**config.mk**
```make
export PLATFORM = sky130hd
export DESIGN_NAME = ldpc_bitflip_decoder
export DESIGN_NICKNAME = d
export VERILOG_FILES = /design/src/rtl/ldpc_pkg.sv /design/src/rtl/ldpc_bitflip_decoder_check_count.sv /design/src/rtl/ldpc_bitflip_decoder.sv
export SDC_FILE = /design/constraint.sdc
export NUM_CORES = 1
export LEC_CHECK = 0
export ABC_AREA = 1
export CAP_MARGIN = 20
export CORE_AREA = 2 2 98 100
export DETAILED_ROUTE_END_ITERATION = 12
export DIE_AREA = 0 0 100 102
export GPL_ROUTABILITY_DRIVEN = 0
export PLACE_DENSITY = 0.74
export SLEW_MARGIN = 30
export SYNTH_ARGS = -nofsm -noshare
export SYNTH_HDL_FRONTEND = slang
export SYNTH_SLANG_ARGS = --single-unit
```
**constraint.sdc**
```tcl
create_clock -name clk -period 2.9 [get_ports clk]
set_input_delay 0.435 -clock clk [delete_from_list [all_inputs] [get_ports clk]]
set_output_delay 0.435 -clock clk [all_outputs]
set_load 0.02 [all_outputs]
```
**src/rtl/ldpc_pkg.sv**
```systemverilog
// ---------------------------------------------------------------------------
// ldpc_pkg
//   Shared constants, types and helpers for the (15,7) cyclic LDPC code.
//   Used by the bit-flipping decoder and its check/count datapath.
//
//   Contents:
//     N, K, INFO_LSB  code length, info length, position of the info field
//     H_ROW0          first row of the circulant parity-check matrix
//     state_t         decoder FSM state encoding
//     h_row()         row j of H (H_ROW0 rotated left by j)
//     popcount15()    number of set bits in a 15-bit word
//     sat_add16()     16-bit saturating add, used by the statistics counters
// ---------------------------------------------------------------------------
package ldpc_pkg;

    localparam int N          = 15;
    localparam int K          = 7;
    localparam int INFO_LSB   = 8;
    localparam int CNT_W      = 3;

    // Checks cover bits {0,4,6,7}; every other row is a cyclic shift of this one.
    localparam logic [N-1:0] H_ROW0 = 15'h00D1;

    localparam logic [1:0] S_IDLE  = 2'd0;
    localparam logic [1:0] S_CHECK = 2'd1;
    localparam logic [1:0] S_FLIP  = 2'd2;
    localparam logic [1:0] S_DONE  = 2'd3;

    typedef enum logic [1:0] {
        ST_IDLE  = S_IDLE,
        ST_CHECK = S_CHECK,
        ST_FLIP  = S_FLIP,
        ST_DONE  = S_DONE
    } state_t;

    typedef logic [CNT_W-1:0] cnt_t;

    // Rotate-left by j is taken as a window into the row concatenated with itself,
    // so that bit k of the result is H_ROW0[(k - j) mod N].
    function automatic logic [N-1:0] h_row(input int j);
        logic [2*N-1:0] dbl;
        dbl = {H_ROW0, H_ROW0};
        return dbl[N-j +: N];
    endfunction

    function automatic logic [3:0] popcount15(input logic [N-1:0] v);
        logic [3:0] total;
        total = '0;
        for (int b = 0; b < N; b++) begin
            total = total + {3'd0, v[b]};
        end
        return total;
    endfunction

    function automatic logic [15:0] sat_add16(input logic [15:0] a, input logic [3:0] b);
        logic [16:0] sum;
        sum = {1'b0, a} + {13'd0, b};
        return sum[16] ? 16'hFFFF : sum[15:0];
    endfunction

endpackage

```
**src/rtl/ldpc_bitflip_decoder_check_count.sv**
```systemverilog
// ---------------------------------------------------------------------------
// ldpc_check_count
//   Purely combinational syndrome and failed-check counter for one word.
//
//   Ports:
//     cword     in   15      word under test
//     syndrome  out  15      s[j] = parity of cword over row j of H
//     cnt       out  15x3    per bit, number of failing checks covering it (0..4)
// ---------------------------------------------------------------------------
module ldpc_check_count
    import ldpc_pkg::*;
(
    input  logic [N-1:0]        cword,
    output logic [N-1:0]        syndrome,
    output logic [N-1:0][CNT_W-1:0] cnt
);

    always_comb begin
        syndrome = '0;
        for (int j = 0; j < N; j++) begin
            syndrome[j] = ^(cword & h_row(j));
        end
    end

    // Each column of H has weight 4, so a bit sits in exactly four checks and
    // its count saturates naturally at 4 without overflowing three bits.
    always_comb begin
        logic [N-1:0] row;
        row = '0;
        cnt = '0;
        for (int j = 0; j < N; j++) begin
            row = h_row(j);
            for (int i = 0; i < N; i++) begin
                if (syndrome[j] && row[i]) begin
                    cnt[i] = cnt[i] + cnt_t'(1);
                end
            end
        end
    end

endmodule

```
**src/rtl/ldpc_bitflip_decoder.sv**
```systemverilog
// ---------------------------------------------------------------------------
// ldpc_bitflip_decoder
//   Iterative bit-flipping decoder for the (15,7) cyclic LDPC code. A received
//   word is accepted over a valid/ready handshake, then the decoder alternates
//   CHECK (evaluate syndrome) and FLIP (invert every bit whose failed-check
//   count reaches FLIP_THR) until the syndrome is zero or MAX_ITER flip rounds
//   have been spent. The result is held until downstream takes it.
//
//   Parameters:
//     MAX_ITER  flip iterations allowed before declaring failure (1..15)
//     FLIP_THR  failed-check count at which a bit is flipped (1..4)
//
//   Ports:
//     clk         in   1    rising-edge clock
//     rst_n       in   1    asynchronous active-low reset
//     in_valid    in   1    channel word valid
//     in_ready    out  1    decoder idle and able to accept a word
//     c_in        in   15   received codeword
//     out_valid   out  1    result valid, held until out_ready
//     out_ready   in   1    downstream accepts the result
//     c_out       out  15   corrected codeword
//     i_out       out  7    info bits, c_out[14:8]
//     success     out  1    final syndrome was zero
//     iters       out  4    flip iterations used
//
//   Optional build macro LDPC_STATS_EN adds:
//     stat_frames out 16   completed result handshakes (saturating)
//     stat_fail   out 16   completed handshakes with success=0 (saturating)
//     stat_flips  out 16   total bits flipped across all words (saturating)
// ---------------------------------------------------------------------------
module ldpc_bitflip_decoder
    import ldpc_pkg::*;
#(
    parameter int MAX_ITER = 4,
    parameter int FLIP_THR = 3
)(
    input  logic             clk,
    input  logic             rst_n,
    input  logic             in_valid,
    output logic             in_ready,
    input  logic [N-1:0]     c_in,
    output logic             out_valid,
    input  logic             out_ready,
    output logic [N-1:0]     c_out,
    output logic [K-1:0]     i_out,
    output logic             success,
    output logic [3:0]       iters
`ifdef LDPC_STATS_EN
    ,
    output logic [15:0]      stat_frames,
    output logic [15:0]      stat_fail,
    output logic [15:0]      stat_flips
`endif
);

    state_t                   state;
    logic [N-1:0]             cword;
    logic [3:0]               iter;
    logic [N-1:0]             syndrome;
    logic [N-1:0][CNT_W-1:0]  cnt;
    logic [N-1:0]             flip_mask;
    logic                     syn_zero;
    logic                     out_of_iters;

    ldpc_check_count u_check_count (
        .cword    (cword),
        .syndrome (syndrome),
        .cnt      (cnt)
    );

    // cword is only written in IDLE and FLIP, so the mask computed here during
    // FLIP reflects the same word whose syndrome was judged in the preceding CHECK.
    always_comb begin
        flip_mask = '0;
        for (int i = 0; i < N; i++) begin
            flip_mask[i] = (cnt[i] >= cnt_t'(FLIP_THR));
        end
    end

    assign syn_zero     = (syndrome == '0);
    assign out_of_iters = (iter == 4'(MAX_ITER));

    // Main control FSM. All handshake and result outputs are registers that
    // change only on state transitions, so they are glitch-free and stay
    // stable throughout DONE regardless of out_ready.
    always_ff @(posedge clk or negedge rst_n) begin
        if (!rst_n) begin
            state     <= ST_IDLE;
            cword     <= '0;
            iter      <= '0;
            in_ready  <= 1'b1;
            out_valid <= 1'b0;
            c_out     <= '0;
            i_out     <= '0;
            success   <= 1'b0;
            iters     <= '0;
        end else begin
            case (state)
                ST_IDLE: begin
                    if (in_valid && in_ready) begin
                        cword    <= c_in;
                        iter     <= '0;
                        in_ready <= 1'b0;
                        state    <= ST_CHECK;
                    end
                end

                ST_CHECK: begin
                    if (syn_zero || out_of_iters) begin
                        out_valid <= 1'b1;
                        c_out     <= cword;
                        i_out     <= cword[N-1:INFO_LSB];
                        success   <= syn_zero;
                        iters     <= iter;
                        state     <= ST_DONE;
                    end else begin
                        state <= ST_FLIP;
                    end
                end

                // An empty mask still consumes an iteration, which is what
                // guarantees the loop terminates on undecodable words.
                ST_FLIP: begin
                    cword <= cword ^ flip_mask;
                    iter  <= iter + 4'd1;
                    state <= ST_CHECK;
                end

                ST_DONE: begin
                    if (out_ready) begin
                        out_valid <= 1'b0;
                        in_ready  <= 1'b1;
                        state     <= ST_IDLE;
                    end
                end

                default: begin
                    state <= ST_IDLE;
                end
            endcase
        end
    end

`ifdef LDPC_STATS_EN
    // Statistics observe the FSM without feeding back into it, so enabling
    // them leaves decode timing untouched. A word aborted by reset never
    // reaches the DONE handshake and therefore is never counted as a frame.
    always_ff @(posedge clk or negedge rst_n) begin
        if (!rst_n) begin
            stat_frames <= '0;
            stat_fail   <= '0;
            stat_flips  <= '0;
        end else begin
            if (state == ST_DONE && out_ready) begin
                stat_frames <= sat_add16(stat_frames, 4'd1);
                if (!success) begin
                    stat_fail <= sat_add16(stat_fail, 4'd1);
                end
            end
            if (state == ST_FLIP) begin
                stat_flips <= sat_add16(stat_flips, popcount15(flip_mask));
            end
        end
    end
`endif

endmodule

```
==> results.sh <==
export IMPL_status="finished, final reports clean"
export IMPL_cts_sinks=43
export IMPL_netlist_instances=802
export IMPL_synth_flop_cell="dfrtp_1"
export IMPL_ctsHoldBuffers=0
export IMPL_period_needed_ns=2.732
export IMPL_via_per_inst=5.459
export IMPL_yosys_area_top_type="nand2_1"
export IMPL_fin_setup_tns_ns=0
export IMPL_drt_wl_total_mm=13.91
export IMPL_num_rows=35
export IMPL_stdcell_area_um2=5634
export IMPL_drive_gt1_share_pct=15.85
export IMPL_nets=908
export IMPL_antenna_left=0
export IMPL_grt_pass1_wl_mm=22.52
export IMPL_worstHoldPathType="input pin to async pin"
export IMPL_ys_warnings_count=0
export IMPL_maxSlewHeadroom_pct=62.97
export IMPL_layout_commonest_cell="nand2_1"
export IMPL_cts_tree="done"
export IMPL_synth_fp_nets=853
export IMPL_placed_cells=952
export IMPL_crit_type="flop to flop"
export IMPL_maxCapViolations=0
export IMPL_core_area_um2=9109
export IMPL_grt_usage_pct=27.79
export IMPL_syn_avg_cell_area_um2=6.078
export IMPL_cp_end_kind="flop"
export IMPL_post_route_drc_count=0
export IMPL_rsz0062_at_grt="true"
export IMPL_setup_viol=0
export IMPL_slew_violations=0
export IMPL_drtIter0Drc=348
export IMPL_path_clk_slew_ns=0.10
export IMPL_synthDistinctLibCells=34
export IMPL_vias=5290
export IMPL_cts_buffers=5
export IMPL_async_reset_ff_share_pct=100.0
export IMPL_floorplan_initialDensity_pct=53.52
export IMPL_tightestPinTransition_ns=0.5554
export IMPL_synthesis_area_um2=4875
export IMPL_dieArea_um2=10200
export IMPL_grt_max_degree=44
export IMPL_cp_required_ns=3.10
export IMPL_slowest_delay_ns=0.47
export IMPL_fmax_mhz=366.0
export IMPL_htreeDepth=2
export IMPL_fin_cells=969
export IMPL_layout_common_cells="nand2_1, inv_1, nor2_1"
export IMPL_regToRegSetupSlack_ns=0.17
export IMPL_antenna_cells=0
export IMPL_cp_common_cell="nand2_1"
export IMPL_overflow=0
export IMPL_crit_chain="inv_4, nand2_1, nand2_1, inv_1, nand2_2, nand2_8, ha_1, inv_1, nand2_1, nand2_1, inv_1, ha_1, inv_1, nor2_1, nand2_1, nand2_1, nor2_2, nand2_1, nand2_1, nand3_1, nand2_1, nand2_1"
export IMPL_crit_buf_inv=5
export IMPL_wl_per_cell_um=14.35
export IMPL_fp_dieH_um=102
export IMPL_period_share_pct=94.21
export IMPL_ys_seq_area_share_pct=22.10
export IMPL_io_buffers=47
export IMPL_grt_pass1_vias=4787
export IMPL_die_w_um=100
export IMPL_io_pins=48
export IMPL_synth_seq_cells=43
export IMPL_cp_slowest_cell="dfrtp_2"
export IMPL_insertion_delay_ns=0.31
export IMPL_clock_path_buffers=2
export IMPL_cp_top_family="simple AND/OR/NAND/NOR gates"
export IMPL_crit_arrival_ns=2.93
export IMPL_cts_root_buffer="clkbuf_8"
export IMPL_synth_top_area_share_pct=25.26
export IMPL_synthTopCellsByArea="nand2_1, dfrtp_1, ha_1, nand3_1, inv_1"
export IMPL_crit_fanout=10
export IMPL_skew_ns=0.01453
export IMPL_timing_hold_violations_final=0
export IMPL_hpwl_mm=10.95
export IMPL_firstDrtPassIters=5
export IMPL_synth_edf_count=0
export IMPL_area_growth_pct=15.58
export IMPL_place_area_um2=5391
export IMPL_antenna_found_initial=0
export IMPL_critPathLaunchType="flop"
## cell usage after synthesis (2+ instances only)
master and instances:
dfrtp_1 42, o21ai_1 6, inv_1 78, o21a_1 2
buf_4 14, nand3_1 60, nand2_2 21, a21oi_1 11
ha_1 32, o21ai_0 23, buf_2 7, buf_6 13
nand2_1 328, nor2_1 73, xor2_1 10, nor2_2 5
nand3b_1 4, nand2_4 5, xnor2_1 8, inv_4 3
nand4_1 14, inv_2 14, o21ai_2 18
## per-layer routing
metal / part of all wire, % / global-route usage, % / up-vias / wire length, um
met3: 7.4 / 2.462 / 47 / 1028
li1: - / - / 2604 / -
met1: 42 / 35.64 / 2406 / 5860
met4: 4.3 / 13.59 / 0 / 598
met2: 46 / 47.40 / 233 / 6420
met5: 0 / 0 / - / 0
## area by class of cell
type	count	area (um^2)
inverters	97	381.6
fillers	874	3475
repair buffers	83	750.7
flip-flops and latches	43	1094
well taps	111	138.9
clock buffers	5	68.82
clock inverters	3	23.77
multi-input cells	627	3177
## worst paths after layout
path,startpoint,to,cells past startpoint
min,rst_n,cword[6]$_DFFE_PN0P_,1
max in group asynchronous,rst_n,cword[7]$_DFFE_PN0P_,1
min in group clk,iter[3]$_DFFE_PN0P_,iter[3]$_DFFE_PN0P_,1
max reg2reg,cword[7]$_DFFE_PN0P_,cword[0]$_DFFE_PN0P_,22
max,cword[7]$_DFFE_PN0P_,cword[0]$_DFFE_PN0P_,22
min reg2reg,iter[3]$_DFFE_PN0P_,iter[3]$_DFFE_PN0P_,1
## worst register-to-register path: cells and delay by family (launching register included)
kind	cells	cell delay, ns
buffers and inverters	5	0.36
adders and majority gates	2	0.58
DFF	1	0.47
and+or+nand+nor	15	1.20
## per-stage QoR
step,utilization (%),setup slack [ns],hold WS (ns)
floorplan,-,0.4815,0.1394
global placement,59.19,0.1419,0.4583
detailed placement,59.19,0.08426,0.4640
CTS,60.21,0.04630,0.3063
global route,61.85,-0.04674,0.1464
finish,61.85,0.1678,0.09742
## cells by family after synthesis
group | synth area share [%]
simple gates | 44.84
compound gates | 7.931
flops | 22.10
buf+inv | 13.68
xor+xnor | 3.234
fa+ha+maj | 8.213
## timing repair
item,4_1_cts,5_1_grt
buffers inserted,0,9
resized for setup,0,25
endpoints found under the setup margin,0,12
## flip-flops by register name, indices dropped and copies added (netlist names)
register   cells
c_out         15
cword         15
iter           4
iters          4
state          2
in_ready       1
out_valid      1
success        1
Power is not shown: default switching activity piles up to over one toggle a cycle in this logic, so the estimate is an artifact.
